## src/rtl/cpu_pkg.sv

```systemverilog
// Shared definitions for the 19-bit CPU: address width, reset vector and
// the PC-control FSM state encoding.
package cpu_pkg;

  localparam int ADDR_W = 19;
  localparam logic [ADDR_W-1:0] RESET_VEC = 19'h00000;

  typedef enum logic [1:0] {
    BOOT,
    RUN,
    HALT
  } pc_state_t;

endpackage

```

## src/rtl/pc_ras.sv

```systemverilog
// Circular return-address stack: a push on a full stack overwrites the
// oldest entry; ovf/unf flag a push-while-full or pop-while-empty.
module pc_ras #(
  parameter int ADDR_W = 19,
  parameter int DEPTH  = 8
) (
  input  logic              clk,
  input  logic              rst,
  input  logic              push,
  input  logic              pop,
  input  logic [ADDR_W-1:0] push_data,
  output logic [ADDR_W-1:0] top,
  output logic              empty,
  output logic              full,
  output logic              ovf,
  output logic              unf
);

  localparam int PTR_W = $clog2(DEPTH);
  localparam logic [PTR_W:0] FULL_CNT = (PTR_W + 1)'(DEPTH);

  logic [ADDR_W-1:0] mem [DEPTH];
  logic [PTR_W-1:0]  sp_q;
  logic [PTR_W:0]    cnt_q;
  logic [PTR_W-1:0]  sp_inc;
  logic [PTR_W-1:0]  sp_dec;

  assign sp_inc = sp_q + 1'b1;
  assign sp_dec = sp_q - 1'b1;
  assign top    = mem[sp_q];
  assign empty  = (cnt_q == '0);
  assign full   = (cnt_q == FULL_CNT);
  assign ovf    = push & full;
  assign unf    = pop & empty;

  // sp_q always indexes the most recent entry; the pointer wraps freely and
  // cnt_q saturates, which yields the overwrite-oldest behaviour.
  always_ff @(posedge clk) begin
    if (rst) begin
      sp_q  <= '0;
      cnt_q <= '0;
    end else if (push) begin
      sp_q <= sp_inc;
      if (!full) cnt_q <= cnt_q + 1'b1;
    end else if (pop && !empty) begin
      sp_q  <= sp_dec;
      cnt_q <= cnt_q - 1'b1;
    end
  end

  always_ff @(posedge clk) begin
    if (push) mem[sp_inc] <= push_data;
  end

endmodule

```

## src/rtl/pc_ctrl.sv

```systemverilog
// Program-counter control: architectural PC, next-PC selection and fetch
// handshake. Define PC_RAS_EN to build the return-address stack.
module pc_ctrl
  import cpu_pkg::pc_state_t, cpu_pkg::BOOT, cpu_pkg::RUN, cpu_pkg::HALT;
#(
  parameter int                ADDR_W    = cpu_pkg::ADDR_W,
  parameter logic [ADDR_W-1:0] RESET_VEC = cpu_pkg::RESET_VEC,
  parameter int                RAS_DEPTH = 8
) (
  input  logic              clk,
  input  logic              rst,
  input  logic              stall,
  input  logic              halt,
  input  logic              br_taken,
  input  logic [ADDR_W-1:0] br_target,
  input  logic              jmp,
  input  logic              call,
  input  logic              ret,
  input  logic [ADDR_W-1:0] jmp_addr,
  input  logic              fetch_ready,
  output logic              fetch_valid,
  output logic [ADDR_W-1:0] pc,
  output logic [ADDR_W-1:0] pc_plus1,
  output logic              ras_empty,
  output logic              ras_full,
  output logic              ras_err,
  output logic              halted
);

  pc_state_t         state_q, state_d;
  logic [ADDR_W-1:0] pc_q, pc_d;
  logic              ras_err_q, err_d;
  logic              push, pop, accept, ras_hit;
  logic              ras_ovf, ras_unf;
  logic [ADDR_W-1:0] ras_top;

  assign pc          = pc_q;
  assign pc_plus1    = pc_q + {{(ADDR_W-1){1'b0}}, 1'b1};
  assign fetch_valid = (state_q == RUN);
  assign halted      = (state_q == HALT);
  assign ras_err     = ras_err_q;
  assign accept      = fetch_valid & fetch_ready & !stall;

`ifdef PC_RAS_EN
  pc_ras #(
    .ADDR_W (ADDR_W),
    .DEPTH  (RAS_DEPTH)
  ) u_ras (
    .clk       (clk),
    .rst       (rst),
    .push      (push),
    .pop       (pop),
    .push_data (pc_plus1),
    .top       (ras_top),
    .empty     (ras_empty),
    .full      (ras_full),
    .ovf       (ras_ovf),
    .unf       (ras_unf)
  );
  assign ras_hit = !ras_empty;
`else
  logic unused_ras;
  assign ras_top    = '0;
  assign ras_empty  = 1'b1;
  assign ras_full   = 1'b0;
  assign ras_ovf    = 1'b0;
  assign ras_unf    = 1'b0;
  assign ras_hit    = 1'b0;
  assign unused_ras = ^{push, pop, RAS_DEPTH[0]};
`endif

  // Redirects ignore stall/fetch_ready; only the sequential advance is gated.
  always_comb begin
    state_d = state_q;
    pc_d    = pc_q;
    err_d   = 1'b0;
    push    = 1'b0;
    pop     = 1'b0;
    case (state_q)
      BOOT: state_d = RUN;
      RUN: begin
        if (halt) begin
          state_d = HALT;
        end else if (ret) begin
          if (ras_hit) begin
            pc_d  = ras_top;
            pop   = 1'b1;
            err_d = call;
          end else begin
            err_d = 1'b1;
            if (accept) pc_d = pc_plus1;
          end
        end else if (call) begin
          pc_d = jmp_addr;
          push = 1'b1;
        end else if (jmp) begin
          pc_d = jmp_addr;
        end else if (br_taken) begin
          pc_d = br_target;
        end else if (accept) begin
          pc_d = pc_plus1;
        end
      end
      HALT: ;
      default: state_d = BOOT;
    endcase
  end

  always_ff @(posedge clk) begin
    if (rst) begin
      state_q   <= BOOT;
      pc_q      <= RESET_VEC;
      ras_err_q <= 1'b0;
    end else begin
      state_q   <= state_d;
      pc_q      <= pc_d;
      ras_err_q <= err_d | ras_ovf | ras_unf;
    end
  end

endmodule

```

## config.mk

```make
export PLATFORM = sky130hd
export DESIGN_NAME = pc_ctrl
export DESIGN_NICKNAME = d
export VERILOG_FILES = /design/src/rtl/cpu_pkg.sv /design/src/rtl/pc_ras.sv /design/src/rtl/pc_ctrl.sv
export SDC_FILE = /design/constraint.sdc
export NUM_CORES = 1
export LEC_CHECK = 0
export ABC_CLOCK_PERIOD_IN_PS = 2100
export CORE_MARGIN = 2
export CORE_UTILIZATION = 43
export DETAILED_ROUTE_END_ITERATION = 16
export HOLD_SLACK_MARGIN = 0.12
export PLACE_DENSITY_LB_ADDON = 0.05
export SLEW_MARGIN = 40
export SYNTH_ARGS = -nofsm -noshare
export SYNTH_HDL_FRONTEND = slang
export SYNTH_HIERARCHICAL = 1
export SYNTH_SLANG_ARGS = --single-unit
```

## constraint.sdc

```tcl
create_clock -name clk -period 2.1 [get_ports clk]
set_input_delay 0.21 -clock clk [delete_from_list [all_inputs] [get_ports clk]]
set_output_delay 0.21 -clock clk [all_outputs]
set_load 0.02 [all_outputs]
```

Yosys cells after proc, flatten, opt, wreduce, memory -nomap -nowiden. Index checks and enable logic that the tools add are counted.

Flip-flop bits (word level): 22. Bits in latches: 0. Bits in writable memories: 0. ROM bits: 0. Bits of input ports: 47. Word-level logic and storage cells: 25. Memories kept: 0.

Add/sub/neg operators: 1. Multiply operators: 0. Div/mod/pow operators: 0. Magnitude comparators: 0. Equality and inequality tests: 3. Shift operators: 0. Muxes and demuxes: 8. Bitwise operators: 5. Reductions and logical operators: 5.

Operator list (count): $mux 19 (5); $add 19x1->19 const B (1); $pmux 2 s3 (1); $reduce_and 2->1 (2); $not 1->1 (3); $reduce_or 3->1 (1); $and 1x1->1 (2); $eq 2x1->1 const B (1); $eq 2x2->1 const B (1); $logic_not 2->1 (1); $mux 2 (1); $ne 2x2->1 const B (1); $logic_not 1->1 (1); $mux 1 (1).

Depth between registers and ports, before layout.
Word-level depth: 8. Gate-level depth with buffers: 7. Gate-level depth less buffers: 5.

Worst setup path before layout. Ideal clock, no wire load.

Path kind: register to output. Start: reg pc_q[8], in the netlist pc[8]. End: out pc_plus1[16]. Data arrival time: 1.735 ns. Slack: 0.155 ns. Stages on the path, launching flop included: 6. Path through: dfxtp_1 -> buf_2 -> nand4_2 -> or3_1 -> nor2_1 -> xor2_1.

Word-level cells in the longest chain between the ends: 1.

Ends and longest elaborated chain: start: declaration (RTL line pc_ctrl.sv:31) `logic [ADDR_W-1:0] pc_q, pc_d;`; start signal: assignment (RTL line pc_ctrl.sv:116) `pc_q <= pc_d;`; $add 19x1->19 (RTL line pc_ctrl.sv:38) `assign pc_plus1 = pc_q + {{(ADDR_W-1){1'b0}}, 1'b1};`; end: declaration (RTL line pc_ctrl.sv:23) `output logic [ADDR_W-1:0] pc_plus1,`.

Every way passes these cells.

Final worst setup path.
Start: reg pc_q[1], in the netlist pc[1]. End: out pc_plus1[16].

The elaborated chain is that of the path after synthesis.

==> results by group <==
Flow run
  • Max-cap viol count: 0

GRT
  • Gr usage total: 0.294
  • GR Overflow Total: 0
  • Number of global-route vias before repair: 2575
  • Initial antenna violation count: 0
  • Largest net degree at the start of global routing: 22
  • Global-route wire length before repair: 12200 um

Setup path
  • R2R Path Start: pc[1]
  • WP buf/inv: 1
  • Slowest cell on crit path: dfxtp_1
  • Worst R2R End: pc[12]
  • Critical-path maximum fanout: 5
  • Worst path cell trace: ha_1 > and3_2 > nand2_2 > nor2_2 > xor2_1 > clkdlybuf4s15_2
  • WS Path Type: register to output pin
  • Worst reg-to-reg setup slack: 280 ps
  • Crit end category: output pin
  • R2R cell count: 7
  • Setup crit start kind: register
  • Crit path DAT: 1820 ps
  • CP top delay family: simple AND/OR/NAND/NOR gates
  • Critical path required time: 1890 ps
  • Crit-path max cell delay: 350 ps

Clocking
  • Clock Root Buffer: clkbuf_8
  • CTS H-tree depth: 1
  • Clock Latency Late Sink: 280 ps
  • Num CTS Buffers: 3
  • CTS Buffer Depth: 2
  • Post-CTS Setup Bufs: 0
  • CTS Sinks: 22
  • Post-CTS Hold Buffers: 0
  • Clock transition at the registers of the reported paths: 90 ps
  • TritonCTS clock tree: done

Power
  • Leak: 1.37 nW
  • Cell Pwr Density: 396 nW/um^2
  • Maximum VDD drop: 0.000251 V
  • Overall power: 1.38 mW

Die
  • Num ports: 90
  • Die ar.: 5460 um^2
  • Die height: 73.9 um
  • Die W: 73.9 um
  • Core footprint: 4720 um^2
  • Initial core utilization: 0.445
  • Core Rows: 25

Min path
  • Hold Crit Class: register to register
  • Worst Hold Path EP: state_q[0]
  • Hold path startpoint: state_q[0]
  • Hold Path Depth: 1

Route
  • Iter 0 DRT Violations: 227
  • Detailed Route WL: 7940 um
  • Per-cell routed wire length: 16.7 um
  • Vias: 2765
  • DRT Pass-1 Iters: 4
  • DR vias/cell: 5.82
  • Final ANT Viol Nets: 0
  • Residual DRC: 0

Synthesis
  • Mux contribution to synthesized area: 0.00477
  • Post-Synth Simple-Gate Area: 0.291
  • Seq/Total Area, Yosys: 0.210
  • Post-Synthesis Cells: 278
  • Largest family of logic cells by synthesized area: compound AO/OA/AOI/OAI gates
  • Ys flop type: dfxtp_1
  • Seq cells post-synth: 22
  • Async SR Flop Fraction: 0
  • Most frequent cell after synthesis: dfxtp_1
  • Complex-gate fraction of the synthesized area: 0.342
  • Post-synth EDFFs: 0
  • Post-Syn Area: 2100 um^2
  • Syn_area_per_cell: 7.55 um^2
  • Syn Nets: 326
  • Area contributors post-synth: dfxtp_1, xnor2_1, o21ai_0, a221oi_1, nand3_1
  • Area leader, netlist: dfxtp_1
  • Synth cell count leaders: dfxtp_1, o21ai_0, nor2_1, nand2_1, nand3_1
  • Synth warn: 6
  • Cell variety after synth: 61
  • Post-synthesis adder-cell area fraction: 0.00596
  • Xor/xnor share of the synthesized area: 0.0667
  • Share of the synthesized area in the top cell type: 0.210

Timing
  • Clock Skews: 6.67 ps
  • Setup violations, final: 0
  • Fin Setup TNS: 0 ps
  • Final worst-path cycle share: 0.968
  • Fmax: 0.492 GHz
  • RSZ-0062 raised after global routing: true
  • Slew Viols, Final: 0
  • Worst hold margin: 569 ps
  • Worst Setup Slack, final: 67.4 ps
  • Final hold violations: 0
  • Tmin final: 2030 ps

Final layout
  • Layout Cells excl Fill: 475
  • # diodes: 0
  • Layout cell share with drive strength beyond 1: 0.228
  • Fillers: 386
  • Area grow syn2layout: 65.6%
  • Core Util, Final: 0.736
  • NumNets Final: 457
  • Final Cell Area: 3480 um^2

Placement
  • Post-DP Area: 3410 um^2
  • Final RePlAce weighted congestion: 0.944
  • # port buffers: 87
  • Pre-CTS worst setup slack: -29.3 ps
  • Detailed Place HPWL: 6280 um
  • Post-placement cell count: 471

Status
  • Outcome: finished clean
## kinds of logic after synthesis
group,count (synthesis)
buf+inv,36
other cells,2
compound gates,101
flops,22
xor+xnor,16
fa+ha+maj,1
mux,1
simple gates,99
## registers in the layout (all words and copies together) (netlist names)
| register | cells |
|---|---|
| ras_err | 1 |
| pc | 19 |
| state_q | 2 |
## how the worst max path moves through the flow
stage	startpoint	to	slack [ps]	depth (start not counted)
finish	pc[1]	pc_plus1[16]	70	6
global route	pc[1]	pc_plus1[6]	-30	5
CTS	pc[3]	pc_plus1[5]	40	5
detailed placement	pc[1]	pc_plus1[16]	-30	6
global placement	jmp	pc[13]	-40	5
floorplan	pc[8]	pc_plus1[16]	160	5
## layout by cell type, fill, tap and decap left out, types with 5 or more instances in the layout
cell type,netlist,layout
o21ai_0,19,19
a211oi_1,5,5
inv_1,13,13
nor3_1,9,9
clkdlybuf4s50_1,0,72
nor2_1,17,15
buf_4,2,62
or3_1,5,5
o22ai_1,5,5
a221oi_1,10,10
o31a_1,5,5
nand2_1,15,14
nand4_1,6,6
xnor2_1,12,12
a21oi_1,12,12
o21bai_1,8,8
nand3_1,15,15
o21a_1,7,7
a31oi_1,5,5
dfxtp_1,22,22
## timing repair
action | CTS | global route
gates resized for setup | 24 | 13
pin swaps | 0 | 1
setup endpoints to repair | 14 | 13
## area by class of cell
class                      instances  area (um^2)  area share
multi-input combinational        220         1510       0.434
timing repair buffer             149         1320       0.380
sequential                        22          440       0.127
tap                               67         83.8      0.0241
inverter                          13         48.8      0.0140
clock buffer                       3         41.3      0.0119
clock inverter                     1         30.0     0.00864
## per-layer routing
metal / track usage / routed length (um) / up-vias / part of all wire
li1: - / - / 1325 / -
met1: 0.380 / 3400 / 1301 / 0.43
met2: 0.497 / 3860 / 119 / 0.49
met3: 0.0398 / 470 / 20 / 0.059
met4: 0.105 / 207 / 0 / 0.026
met5: 0 / 0 / - / 0
## report_power, final
part           switching, mW  internal [mW]  leakage (nW)
registers             0.0187          0.437         0.179
logic                  0.242          0.262          1.16
clock network          0.160          0.255        0.0357
Note: power is estimated with default switching activity, not from simulation.
